<file path="src/rtl/proc_pkg.sv">
// Shared definitions for the instruction sequencer: opcode field values,
// sequencer state encoding and the instruction word width.
package proc_pkg;

  localparam int INSTR_W = 8;

  localparam logic [1:0] OP_MOV_TO_R0   = 2'b00;
  localparam logic [1:0] OP_MOV_FROM_R0 = 2'b01;
  localparam logic [1:0] OP_LDI         = 2'b10;
  localparam logic [1:0] OP_ALU         = 2'b11;

  typedef enum logic [2:0] {
    ST_IDLE,
    ST_FETCH,
    ST_ISSUE,
    ST_SETTLE,
    ST_FIN
  } seq_state_t;

  // Only ALU-class words need the processor to write back before the next word.
  function automatic logic needs_settle(input logic [1:0] opcode);
    return opcode == OP_ALU;
  endfunction

endpackage

</file>
<file path="src/rtl/instr_sequencer_prog_mem.sv">
// Program store: DEPTH x INSTR_W, one write port and one synchronous read port.
// The read register only updates on rd_en so it can drive sig directly.
module prog_mem
  import proc_pkg::*;
#(
  parameter int DEPTH = 16,
  parameter int AW    = $clog2(DEPTH)
) (
  input  logic               clk,
  input  logic               rst_n,
  input  logic               we,
  input  logic [AW-1:0]      wr_addr,
  input  logic [INSTR_W-1:0] wr_data,
  input  logic               rd_en,
  input  logic [AW-1:0]      rd_addr,
  output logic [INSTR_W-1:0] rd_data
);

  logic [INSTR_W-1:0] mem [DEPTH];

  always_ff @(posedge clk) begin
    if (we) begin
      mem[wr_addr] <= wr_data;
    end
  end

  // Holding the last read keeps the processor-facing word free of spurious changes.
  always_ff @(posedge clk or negedge rst_n) begin
    if (!rst_n) begin
      rd_data <= '0;
    end else if (rd_en) begin
      rd_data <= mem[rd_addr];
    end
  end

endmodule

</file>
<file path="src/rtl/instr_sequencer.sv">
// Program sequencer feeding 8-bit instruction words to the register processor,
// with a valid/ready handshake and a settle gap after ALU-class instructions.
module instr_sequencer
  import proc_pkg::*;
#(
  parameter int DEPTH    = 16,
  parameter int ALU_WAIT = 2,
  parameter int LOOP     = 0
) (
  input  logic                       clk,
  input  logic                       rst_n,
  input  logic                       prog_we,
  input  logic [$clog2(DEPTH)-1:0]   prog_addr,
  input  logic [7:0]                 prog_data,
  input  logic [$clog2(DEPTH):0]     prog_len,
  input  logic                       start,
  input  logic                       stop,
  output logic [7:0]                 sig,
  output logic                       sig_valid,
  input  logic                       sig_ready,
  output logic                       busy,
  output logic                       done,
  output logic                       prog_err
);

  localparam int AW = $clog2(DEPTH);
  localparam logic [AW:0] DEPTH_L = (AW+1)'(DEPTH);
  localparam logic [3:0]  WAIT_L  = 4'(ALU_WAIT);

  seq_state_t    state, state_d;
  logic [AW-1:0] pc, pc_d;
  logic [AW:0]   len_q, len_d;
  logic [3:0]    cnt, cnt_d;
  logic          last_q, last_d;
  logic          stop_pend, stop_pend_d;
  logic          prog_err_d;
  logic          running, is_last, mem_we, mem_rd;
  logic          branch, branch_last;

  assign running   = (state == ST_FETCH) || (state == ST_ISSUE) || (state == ST_SETTLE);
  assign is_last   = ({1'b0, pc} + (AW+1)'(1)) == len_q;
  assign mem_we    = prog_we && (state == ST_IDLE);
  assign mem_rd    = (state == ST_FETCH);
  assign sig_valid = (state == ST_ISSUE);
  assign busy      = (state != ST_IDLE);
  assign done      = (state == ST_FIN);

  prog_mem #(.DEPTH(DEPTH)) u_mem (
    .clk     (clk),
    .rst_n   (rst_n),
    .we      (mem_we),
    .wr_addr (prog_addr),
    .wr_data (prog_data),
    .rd_en   (mem_rd),
    .rd_addr (pc),
    .rd_data (sig)
  );

  always_ff @(posedge clk or negedge rst_n) begin
    if (!rst_n) begin
      state     <= ST_IDLE;
      pc        <= '0;
      len_q     <= '0;
      cnt       <= '0;
      last_q    <= 1'b0;
      stop_pend <= 1'b0;
      prog_err  <= 1'b0;
    end else begin
      state     <= state_d;
      pc        <= pc_d;
      len_q     <= len_d;
      cnt       <= cnt_d;
      last_q    <= last_d;
      stop_pend <= stop_pend_d;
      prog_err  <= prog_err_d;
    end
  end

  always_comb begin
    state_d     = state;
    pc_d        = pc;
    len_d       = len_q;
    cnt_d       = cnt;
    last_d      = last_q;
    stop_pend_d = stop_pend | (stop && running);
    prog_err_d  = prog_err | (prog_we && (state != ST_IDLE));
    branch      = 1'b0;
    branch_last = 1'b0;

    case (state)
      ST_IDLE: begin
        stop_pend_d = 1'b0;
        if (start) begin
          prog_err_d = 1'b0;
          if (prog_len == '0) begin
            state_d = ST_FIN;
          end else begin
            len_d   = (prog_len > DEPTH_L) ? DEPTH_L : prog_len;
            pc_d    = '0;
            state_d = ST_FETCH;
          end
        end
      end
      ST_FETCH: state_d = ST_ISSUE;
      ST_ISSUE: begin
        if (sig_ready) begin
          pc_d   = pc + AW'(1);
          last_d = is_last;
          if (needs_settle(sig[1:0]) && (WAIT_L != 4'd0)) begin
            cnt_d   = WAIT_L;
            state_d = ST_SETTLE;
          end else begin
            branch      = 1'b1;
            branch_last = is_last;
          end
        end
      end
      ST_SETTLE: begin
        if (cnt <= 4'd1) begin
          branch      = 1'b1;
          branch_last = last_q;
        end else begin
          cnt_d = cnt - 4'd1;
        end
      end
      ST_FIN: begin
        stop_pend_d = 1'b0;
        state_d     = ST_IDLE;
      end
      default: state_d = ST_IDLE;
    endcase

    // Common decision point after a handshake (or after its settle gap).
    if (branch) begin
      if (stop_pend) begin
        state_d = ST_FIN;
      end else if (branch_last) begin
        if (LOOP != 0) begin
          pc_d    = '0;
          state_d = ST_FETCH;
        end else begin
          state_d = ST_FIN;
        end
      end else begin
        state_d = ST_FETCH;
      end
    end
  end

endmodule

</file>
<file path="config.mk">
export PLATFORM = sky130hd
export DESIGN_NAME = instr_sequencer
export DESIGN_NICKNAME = d
export VERILOG_FILES = /design/src/rtl/proc_pkg.sv /design/src/rtl/instr_sequencer_prog_mem.sv /design/src/rtl/instr_sequencer.sv
export SDC_FILE = /design/constraint.sdc
export NUM_CORES = 1
export LEC_CHECK = 0
export CAP_MARGIN = 15
export CORE_ASPECT_RATIO = 0.6
export CORE_MARGIN = 2
export CORE_UTILIZATION = 60
export DETAILED_ROUTE_END_ITERATION = 16
export MAX_ROUTING_LAYER = met4
export PLACE_DENSITY = 0.88
export SKIP_CTS_REPAIR_TIMING = 1
export SYNTH_ARGS = -nofsm -noshare
export SYNTH_HDL_FRONTEND = slang
export SYNTH_SLANG_ARGS = --single-unit
</file>
<file path="constraint.sdc">
create_clock -name clk -period 5.9 [get_ports clk]
set_clock_uncertainty 0.1 [all_clocks]
set_input_delay 0.885 -clock clk [delete_from_list [all_inputs] [get_ports clk]]
set_output_delay 0.885 -clock clk [all_outputs]
set_load 0.1 [all_outputs]
</file>
# ---- After elaboration in Yosys (flattened, before gate mapping)
# Memories as Yosys holds them, arrays and structs flattened. A register that Yosys moved wholly into a read port is not among the register bits.
# Index checks and enable logic that the tools add are counted.
dict set report classes {
  bitwise 3
  add_sub_neg 3
  muxes 30
  order_cmp 2
  eq_ne 15
  reduce_logical 17
}
# operator n
set ops {}
lappend ops {{4-bit 2-to-1 mux} 6}
lappend ops {{3-bit 2-to-1 mux} 7}
lappend ops {{4-bit one-hot mux with 2 select lines} 2}
lappend ops {{3-bit one-hot mux with 4 select lines} 1}
lappend ops {{4-bit AND reduction} 3}
lappend ops {{1-bit 2-to-1 mux} 11}
lappend ops {{2-bit inequality test, second input constant} 4}
lappend ops {{3-bit by 2-bit == test with 1-bit output, second input constant} 2}
lappend ops {{3-bit by 1-bit inequality test with 1-bit output, second input constant} 2}
lappend ops {{4-bit by 1-bit adder with 5-bit output, second input constant} 1}
lappend ops {{5-bit == test} 1}
lappend ops {{5-bit greater-than comparator, second input constant} 1}
lappend ops {{5-bit zero test} 1}
lappend ops {{5-bit 2-to-1 mux} 1}
lappend ops {{4-bit by 1-bit adder with 4-bit output, second input constant} 1}
lappend ops {{4-bit by 1-bit less-or-equal comparator with 1-bit output, second input constant} 1}
lappend ops {{2-bit by 1-bit inequality test with 1-bit output, second input constant} 2}
lappend ops {{1-bit one-hot mux with 2 select lines} 2}
lappend ops {{2-bit nonzero test} 2}
lappend ops {{4-bit by 1-bit subtractor with 4-bit output, second input constant} 1}
lappend ops {{3-bit by 1-bit == test with 1-bit output, second input constant} 1}
lappend ops {{3-bit == test, second input constant} 1}
lappend ops {{1-bit logical AND} 3}
lappend ops {{3-bit zero test} 1}
lappend ops {{10 further kinds} 12}
dict set report totals {
  inputBits 23
  n_memories 1
  elab_cells 78
  ramBits 128
  regBits 19
  output_inout_bits 12
}
# memory depth word_bits read_ports rd_ports_with_merged_regs wr line_no
set mem_list {}
lappend mem_list {u_mem.mem 16 8 1 1 1 instr_sequencer_prog_mem.sv:19} ;# logic [INSTR_W-1:0] mem [DEPTH];

# ---- Depth between registers and ports, before layout
# Gate-level depths: netlist of the first run.
dict set report logic_depth {
  ltp_word 8
  mapped_depth 6
  ltp_nobuf 6
}

# ---- By module
# Synthesis of the first run repeated with hierarchy kept, for this count alone.
dict set report unflattened {
  cells_unflattened 361
  area_unflattened_um2 6467.5
}
# module area_each_um2 instances cells_each seq_area_each_um2
set modules_own_cells {}
lappend modules_own_cells {prog_mem 5331.4 1 240 4043.9}
lappend modules_own_cells {instr_sequencer 1136.1 1 121 475.5}

# ---- Worst setup path before layout of the first run
# Ideal clock, no wire load.
dict set report synth_path {
  path_type {register to output}
  from {register state[0]}
  to {output done}
  n_path_buf 2
  arrival_ns 2.787
  path_slack_ns 2.128
  t_required_ns 4.915
  stages_incl_launch_ff 4
  path_cell_list {dfrtp_1 -> buf_2 -> clkbuf_1 -> nor3_1}
}
dict set report synth_via {
  elab_chain_cells 1
}
# item line_no
set synth_lines {}
lappend synth_lines {{from (decl)} instr_sequencer.sv:30} ;# seq_state_t state, state_d;
lappend synth_lines {{from (signal assigned)} instr_sequencer.sv:69} ;# state <= state_d;
lappend synth_lines {{3-bit == test} instr_sequencer.sv:46} ;# assign done = (state == ST_FIN);
lappend synth_lines {{to (decl)} instr_sequencer.sv:22} ;# output logic done,
# No other way between the ends.

# ---- Worst setup path after layout of the first run
dict set report layout_path {
  from {register state[0]}
  to {output busy}
}
dict set report layout_via {
  elab_chain_cells 1
}
# item line_no
set layout_lines {}
lappend layout_lines {{3-bit nonzero test} instr_sequencer.sv:45} ;# assign busy = (state != ST_IDLE);
lappend layout_lines {{to (decl)} instr_sequencer.sv:21} ;# output logic busy,
# No other way between the ends.

==> results of run 1 <==
## power breakdown
part           internal, mW  switching (mW)
registers              1.29           0.105
clock network         0.655           0.401
logic                 0.458           0.815
total                  2.40            1.32
## through the flow
step | cell area (um^2) | util | std cells | setup WS (ps) | total power [mW]
after floorplan | 6426 | - | 373 | 2128 | 2.342
after global placement | 6870 | 0.6552 | 532 | 2861 | 2.600
after detailed placement | 6870 | 0.6552 | 532 | 2716 | 2.650
after CTS | 7436 | 0.7091 | 563 | 2390 | 3.713
after global routing | 7453 | 0.7108 | 566 | 2264 | 3.866
final | 7453 | 0.7108 | 566 | 2370 | 3.721
## layout make-up
| class | count | share of cell area |
|---|---|---|
| Clock inverter | 10 | 0.01679 |
| Inverter | 8 | 0.004029 |
| Timing Repair Buffer | 41 | 0.05204 |
| Sequential cell | 155 | 0.6063 |
| Multi-Input combinational cell | 192 | 0.2384 |
| Tap cell | 139 | 0.02333 |
| Clock buffer | 21 | 0.05909 |
## layer usage
| layer | global-route usage | wire length, um | share of wire | vias to the layer above |
|---|---|---|---|---|
| met4 | 0.07404 | 188 | 0.013 | 0 |
| met5 | - | 0 | 0 | - |
| met1 | 0.4320 | 6172 | 0.43 | 1895 |
| met3 | 0.08514 | 1478 | 0.10 | 20 |
| met2 | 0.3731 | 6367 | 0.45 | 243 |
| li1 | - | - | - | 1567 |
## critical path: cells and delay by family (launching register included)
kind                   cells  cell delay (ps)
flip-flops                 1              710
AND/OR/NAND/NOR            1              140
buffers and inverters      2             1260
## worst paths after layout
| kind | from | endpoint | slack [ps] | cells past startpoint |
|---|---|---|---|---|
| worst max-delay path | state[0] | busy | 2370 | 3 |
| worst min-delay path | last_q | last_q | 400 | 2 |
| worst max register to register | state[0] | u_mem.mem[8][4] | 3120 | 4 |
| worst min register to register | last_q | last_q | 400 | 2 |
| max in group asynchronous | rst_n | stop_pend | 4710 | 2 |
| min in group asynchronous | rst_n | cnt[2] | 730 | 2 |
## sequential cells by signal, summed over array words and instances (netlist names)
signal,count
cnt,4
last_q,1
len_q,5
pc,4
prog_err,1
state,3
stop_pend,1
u_mem.mem,128
u_mem.rd_data,8
## synth_stat cells (all sizes together), types with 3 or more instances
| cell type | instances |
|---|---|
| mux2i | 6 |
| or3 | 3 |
| inv | 8 |
| edfxtp | 128 |
| buf | 13 |
| a31oi | 5 |
| mux4 | 32 |
| xnor2 | 5 |
| nor2 | 24 |
| nor2b | 6 |
| nand4b | 3 |
| a21oi | 8 |
| o21ai | 11 |
| nand2b | 6 |
| o22ai | 8 |
| clkbuf | 5 |
| nor3 | 8 |
| nand2 | 22 |
| ha | 3 |
| dfrtp | 27 |
| a211oi | 8 |
| mux2 | 9 |
## kinds of logic after synthesis
family / Yosys count
flops: 155
mux: 47
xor+xnor: 6
simple gates: 84
fa+ha+maj: 3
compound gates: 52
buf+inv: 26
## cells in the final DEF, fill, tap and decap left out, types with 2 or more instances in the layout
cell type / synthesis / layout
sky130_fd_sc_hd__mux4_2: 29 / 29
sky130_fd_sc_hd__o22ai_1: 8 / 8
sky130_fd_sc_hd__nor2b_1: 6 / 6
sky130_fd_sc_hd__dfrtp_1: 27 / 27
sky130_fd_sc_hd__clkbuf_1: 4 / 4
sky130_fd_sc_hd__a31oi_1: 5 / 5
sky130_fd_sc_hd__edfxtp_1: 128 / 128
sky130_fd_sc_hd__mux4_1: 3 / 3
sky130_fd_sc_hd__clkbuf_16: 0 / 17
sky130_fd_sc_hd__mux2_2: 8 / 8
sky130_fd_sc_hd__buf_4: 1 / 5
sky130_fd_sc_hd__o21ai_0: 10 / 10
sky130_fd_sc_hd__inv_1: 7 / 7
sky130_fd_sc_hd__a21oi_1: 8 / 8
sky130_fd_sc_hd__clkinvlp_4: 0 / 2
sky130_fd_sc_hd__clkdlybuf4s50_1: 0 / 34
sky130_fd_sc_hd__ha_1: 3 / 3
sky130_fd_sc_hd__o2111ai_1: 2 / 2
sky130_fd_sc_hd__nand3_1: 2 / 2
sky130_fd_sc_hd__mux2i_1: 6 / 6
sky130_fd_sc_hd__nor3_1: 6 / 6
sky130_fd_sc_hd__o31ai_1: 2 / 2
sky130_fd_sc_hd__nand2_1: 22 / 22
sky130_fd_sc_hd__nand4b_1: 3 / 3
sky130_fd_sc_hd__buf_2: 10 / 2
sky130_fd_sc_hd__nor2_1: 24 / 24
sky130_fd_sc_hd__nand2b_1: 6 / 6
sky130_fd_sc_hd__bufinv_16: 0 / 3
sky130_fd_sc_hd__or3_1: 3 / 3
sky130_fd_sc_hd__xnor2_1: 5 / 5
sky130_fd_sc_hd__a211oi_1: 8 / 8
sky130_fd_sc_hd__clkinv_1: 0 / 4
==> parameters.txt, run 1 <==
Parameter                              Value

Layout
  Area growth from synthesis to final layout ... 15.99%
  Fraction of layout instances using a drive strength above 1 ... 0.1803
  Area of the multi-input gates ... 0.001777 mm^2
  Total area of sequential cells ... 0.004519 mm^2
  Number of antenna repair diodes ... 0
  NumNets Final ... 441
  Fillcell total ... 626

Yosys
  Syn nets ... 399
  Synthesized-area fraction occupied by and/or/nand/nor cells ... 0.07009
  Count of cell types in the netlist ... 53
  Area fraction in compound gates after synthesis ... 0.05335
  Mean instance size in the synthesized netlist ... 17.23 um^2
  Number of flops mapped to enable cells by yosys ... 128
  Proportion of synthesized chip area in sequential cells ... 0.7033
  Number of synthesis warnings ... 0
  Most area-consuming cells after synthesis ... sky130_fd_sc_hd__edfxtp_1 (60%), sky130_fd_sc_hd__dfrtp_1 (11%), sky130_fd_sc_hd__mux4_2 (10%), sky130_fd_sc_hd__mux2_2 (1.4%), sky130_fd_sc_hd__nor2_1 (1.4%)
  Main combinational cell family by area after synthesis ... multiplexers
  Cell taking the most area after synthesis ... sky130_fd_sc_hd__edfxtp_1
  Cells after Synth ... 373
  Ys async rst share ... 0.1742
  Share of the synthesized netlist area taken by xor and xnor gates ... 0.008178
  Primary FF master, synth ... sky130_fd_sc_hd__edfxtp_1
  Multiplexer share of the synthesized area ... 0.1390
  Area share of the largest cell type after synthesis ... 0.5981
  Synthesis-stage register bit count ... 155
  Area share of fa/ha/maj cells after synthesis ... 0.005841
  Netlist area before placement ... 0.006426 mm^2

Detailed routing
  Vias per std cell ... 6.581
  Routed wirelength normalized by instance count ... 25.10 um
  Drc violations ... 0
  Number of iterations in the first detailed-routing pass ... 5
  Number of antenna-violating nets in the routed design ... 0
  Number of DRC violations after detailed-routing iteration 0 ... 519
  DRT Wirelength ... 14.21 mm
  Number of vias after detailed routing ... 3725

GRT
  Via count of the first global-routing pass ... 3543
  Total congestion overflow ... 0
  Maximum number of pins on one net before global-route repair ... 36
  Initial antenna violation count ... 0
  Global-route wire length before repair ... 21.87 mm
  GRT Overall Usage ... 0.2819

STA
  Slew of the pin with the lowest slew margin ... 1014 ps
  Number of pins with negative max-slew slack in the final report ... 0
  Worst Hold Slack ... 395.9 ps
  Crit share post-route ... 0.5983
  TNS Setup ... 0 ps
  Unrepaired setup endpoints after global routing ... no
  Peak clock frequency supported by timing ... 283.3 MHz
  Final min period ... 3530 ps
  Remaining max-slew budget at the tightest pin ... 0.3216
  Total setup violations reported at the end of the flow ... 0
  Number of hold-slack violations in the final timing report ... 0

Placement
  Port Buf Inserts ... 34
  RD Place Congestion ... 0.9133
  DP HPWL ... 8.931 mm

Pwr
  Leakage ... 2.481 nW
  Maximum vdd ir drop ... 0.6075 mV
  Power per cell area ... 499.2 mW/mm^2

Die
  Die area ... 0.01158 mm^2
  Number of placement rows ... 29
  Floorplan die height ... 84.17 um
  Starting density of the core ... 0.6128
  Width of the die ... 137.6 um
  Count of pins on the block boundary ... 35
  Standard cell core area ... 0.01049 mm^2

Clock network
  Number of CTS-inserted buffers ... 17
  Clock input transition at the sequential cells of the worst setup and hold paths ... 60 ps
  Number of H-tree branching levels ... 4
  Clock latency of the later-clocked register in the worst-skew pair ... 420 ps
  Maximum buffer depth of the clock tree ... 2
  Number of clock sinks seen by CTS ... 155
  Clock tree from TritonCTS ... built
  Clock root buffer master ... sky130_fd_sc_hd__clkbuf_16

Setup path
  Worst setup path class ... reg -> out
  Data required time of the worst path ... 4910 ps
  Critical path, cell by cell ... nor3_4, inv_2, clkdlybuf4s50_1
  CP Launch Type ... flop
  Peak fanout along the critical path ... 19
  Element type at the critical path end ... output port
  Max incr delay on CP ... 1130 ps
  Crit path DAT ... 2540 ps
  Cell at the slowest stage of the critical path ... sky130_fd_sc_hd__clkdlybuf4s50_1

Outcome
  Status ... complete, no violations

Flow run
  Count of max-cap constraint violations ... 0

Min path
  Hold Crit Class ... reg -> reg
Note: power is estimated with default switching activity, not from simulation.
==> inputs of run 2 (changes only) <==
--- a/config.mk
+++ b/config.mk
@@ -8,10 +8,10 @@
 export CAP_MARGIN = 15
 export CORE_ASPECT_RATIO = 0.6
 export CORE_MARGIN = 2
-export CORE_UTILIZATION = 60
+export CORE_UTILIZATION = 54
 export DETAILED_ROUTE_END_ITERATION = 16
 export MAX_ROUTING_LAYER = met4
-export PLACE_DENSITY = 0.88
+export PLACE_DENSITY = 0.84
 export SKIP_CTS_REPAIR_TIMING = 1
 export SYNTH_ARGS = -nofsm -noshare
 export SYNTH_HDL_FRONTEND = slang
==> constraint.sdc (replaced) <==
create_clock -name clk -period 3.05 [get_ports clk]
set_clock_uncertainty 0.1 [all_clocks]
set_input_delay 0.4575 -clock clk [delete_from_list [all_inputs] [get_ports clk]]
set_output_delay 0.4575 -clock clk [all_outputs]
set_load 0.1 [all_outputs]
==> parameters.txt, run 2 (synthesis results as in run 1) <==
Parameter                              Value

Setup path
  Data required time of the worst path ... 3000 ps (-1910 ps)
  Element type at the critical path end ... flop
  Worst setup path class ... reg -> reg
  Peak fanout along the critical path ... 10 (-9)
  Startpoint of the worst register-to-register path ... state[2]
  Crit path DAT ... 2610 ps (+70 ps)
  CP Launch Type ... flop
  Startpoint of the most critical setup path ... state[2]

Die
  Count of pins on the block boundary ... 35 (unchanged)
  Number of placement rows ... 30 (+3.4%)
  Starting density of the core ... 0.5613 (-0.05150)
  Standard cell core area ... 0.01145 mm^2 (+9.2%)
  Floorplan die height ... 88.50 um (+5.2%)
  Width of the die ... 144.8 um (+5.3%)
  Die area ... 0.01282 mm^2 (+11%)

STA
  Remaining max-slew budget at the tightest pin ... 0.4092 (+0.08764)
  Slew of the pin with the lowest slew margin ... 886.1 ps (-127.7 ps)
  Total setup violations reported at the end of the flow ... 0 (unchanged)
  Final min period ... 2663 ps
  Worst Hold Slack ... 302.4 ps (-93.53 ps)
  Peak clock frequency supported by timing ... 375.6 MHz
  Crit share post-route ... 0.8730
  Unrepaired setup endpoints after global routing ... no
  TNS Setup ... 0 ps (unchanged)
  Number of hold-slack violations in the final timing report ... 0 (unchanged)
  Number of pins with negative max-slew slack in the final report ... 0 (unchanged)

Clock network
  Clock tree from TritonCTS ... built
  Number of clock sinks seen by CTS ... 155 (unchanged)
  Number of CTS-inserted buffers ... 17 (unchanged)
  Maximum buffer depth of the clock tree ... 2 (unchanged)
  Clock latency of the later-clocked register in the worst-skew pair ... 420 ps (about the same)
  Number of H-tree branching levels ... 4 (unchanged)
  Clock input transition at the sequential cells of the worst setup and hold paths ... 60 ps (about the same)
  Clock root buffer master ... sky130_fd_sc_hd__clkbuf_16

Layout
  Number of antenna repair diodes ... 0 (unchanged)
  Cell Count, Final, Fillers Out ... 602 (+6.4%)
  Area growth from synthesis to final layout ... 18.69%
  Leading cell type in the layout, fill and taps excluded ... sky130_fd_sc_hd__edfxtp_1
  Largest reg by FF count ... u_mem.mem
  Most frequent cells in the layout ... sky130_fd_sc_hd__edfxtp_1 (128), sky130_fd_sc_hd__buf_4 (33), sky130_fd_sc_hd__mux4_2 (29)
  Largest registers ... u_mem.mem: 128 flops, u_mem.rd_data: 8 flops, len_q: 5 flops
  NumNets Final ... 455 (+3.2%)
  Flip-flop count of the largest register after layout ... 128 (unchanged)
  Final Core Density ... 0.6662 (-0.04454)
  Fraction of layout instances using a drive strength above 1 ... 0.2489 (+0.06854)
  Fillcell total ... 752 (+20%)

Detailed routing
  Number of antenna-violating nets in the routed design ... 0 (unchanged)
  Number of vias after detailed routing ... 3786 (+1.6%)
  DRT Wirelength ... 14.27 mm (+0.42%)
  Number of iterations in the first detailed-routing pass ... 5 (unchanged)
  Routed wirelength normalized by instance count ... 23.70 um (-5.6%)
  Vias per std cell ... 6.289 (-4.4%)
  Number of DRC violations after detailed-routing iteration 0 ... 382 (-26%)
  Drc violations ... 0 (unchanged)

Placement
  RD Place Congestion ... 0.8301 (-9.1%)
  Port Buf Inserts ... 34 (unchanged)
  DP HPWL ... 9.097 mm (+1.9%)
  Inst Count DP ... 570 (+7.1%)

GRT
  Via count of the first global-routing pass ... 3704 (+4.5%)
  Maximum number of pins on one net before global-route repair ... 35 (-2.8%)
  GRT Overall Usage ... 0.2501 (-0.03176)
  Global-route wire length before repair ... 21.73 mm (-0.66%)
  Initial antenna violation count ... 0 (unchanged)
  Total congestion overflow ... 0 (unchanged)

Min path
  Hold Crit Class ... in -> async

Flow run
  Count of max-cap constraint violations ... 0 (unchanged)

Pwr
  Maximum vdd ir drop ... 0.4455 mV (-27%)
  Power per cell area ... 957.9 mW/mm^2 (+92%)
  Leakage ... 2.615 nW (+5.4%)
  Total power of the final layout ... 7.306 mW (+96%)

Outcome
  Status ... complete, no violations
==> run 2: cell types whose count changed in the layout (fill, tap and decap cells not counted), sizes merged <==
cell,delta
inv,+2
clkbuf,+5
bufinv,-3
clkdlybuf4s50,-12
clkinvlp,-2
buf,+26
clkinv,-1
==> run 2: layout make-up <==
class / count / area [um^2] / area share
sequential: 155 / 4519 / 0.5925
multi-input combinational: 192 / 1777 / 0.2329
clock buffer: 26 / 596.8 / 0.07825
timing repair buffer: 55 / 467.9 / 0.06135
tap: 160 / 200.2 / 0.02625
clock inverter: 6 / 36.28 / 0.004757
inverter: 8 / 30.03 / 0.003937
==> run 2: path summary, 6_finish.rpt <==
kind / to / slack, ps / cells after the start
max: u_mem.mem[0][1] / 390 / 4
min: u_mem.rd_data[3] / 300 / 2
max reg2reg: u_mem.mem[0][1] / 390 / 4
min reg2reg: prog_err / 410 / 1
max in group asynchronous: len_q[2] / 2280 / 2
min in group clk: prog_err / 410 / 1
==> run 2: per-stage QoR <==
stage | cell area (um^2) | setup WS, ps
2_1_floorplan | 6426 | -294.4
3_3_place_gp | 6994 | 518.8
3_5_place_dp | 6994 | 450.8
4_1_cts | 7627 | 392.5
5_1_grt | 7627 | 246.9
6_report | 7627 | 387.3
==> run 2: metal layers <==
layer / track usage / up-vias / routed length, um / share of wire
met5: - / - / 0 / 0
met4: 0.08032 / 0 / 249 / 0.017
met3: 0.06061 / 27 / 1214 / 0.085
met2: 0.3452 / 224 / 6372 / 0.45
met1: 0.3705 / 1934 / 6430 / 0.45
li1: - / 1601 / - / -
==> run 2: critical path: stages (launching register included) <==
cell                      delay, ps
sky130_fd_sc_hd__dfrtp_1        520
sky130_fd_sc_hd__nor3_4         410
sky130_fd_sc_hd__inv_2          120
sky130_fd_sc_hd__or4b_4         570
sky130_fd_sc_hd__nor3_2         570
==> run 2: report_power, final <==
part	internal (mW)	switching (mW)	total, mW
registers	2.49	0.227	2.71
logic	0.885	1.54	2.42
clock network	1.36	0.813	2.17
total	4.73	2.58	7.31
==> inputs of run 3 (changes only) <==
--- a/config.mk
+++ b/config.mk
@@ -13,6 +13,7 @@
 export MAX_ROUTING_LAYER = met4
 export PLACE_DENSITY = 0.84
 export SKIP_CTS_REPAIR_TIMING = 1
+export SKIP_LAST_GASP = 1
 export SYNTH_ARGS = -nofsm -noshare
 export SYNTH_HDL_FRONTEND = slang
 export SYNTH_SLANG_ARGS = --single-unit
==> results of run 3 <==
No change in the layout: final DEF, timing and power equal those of run 2.
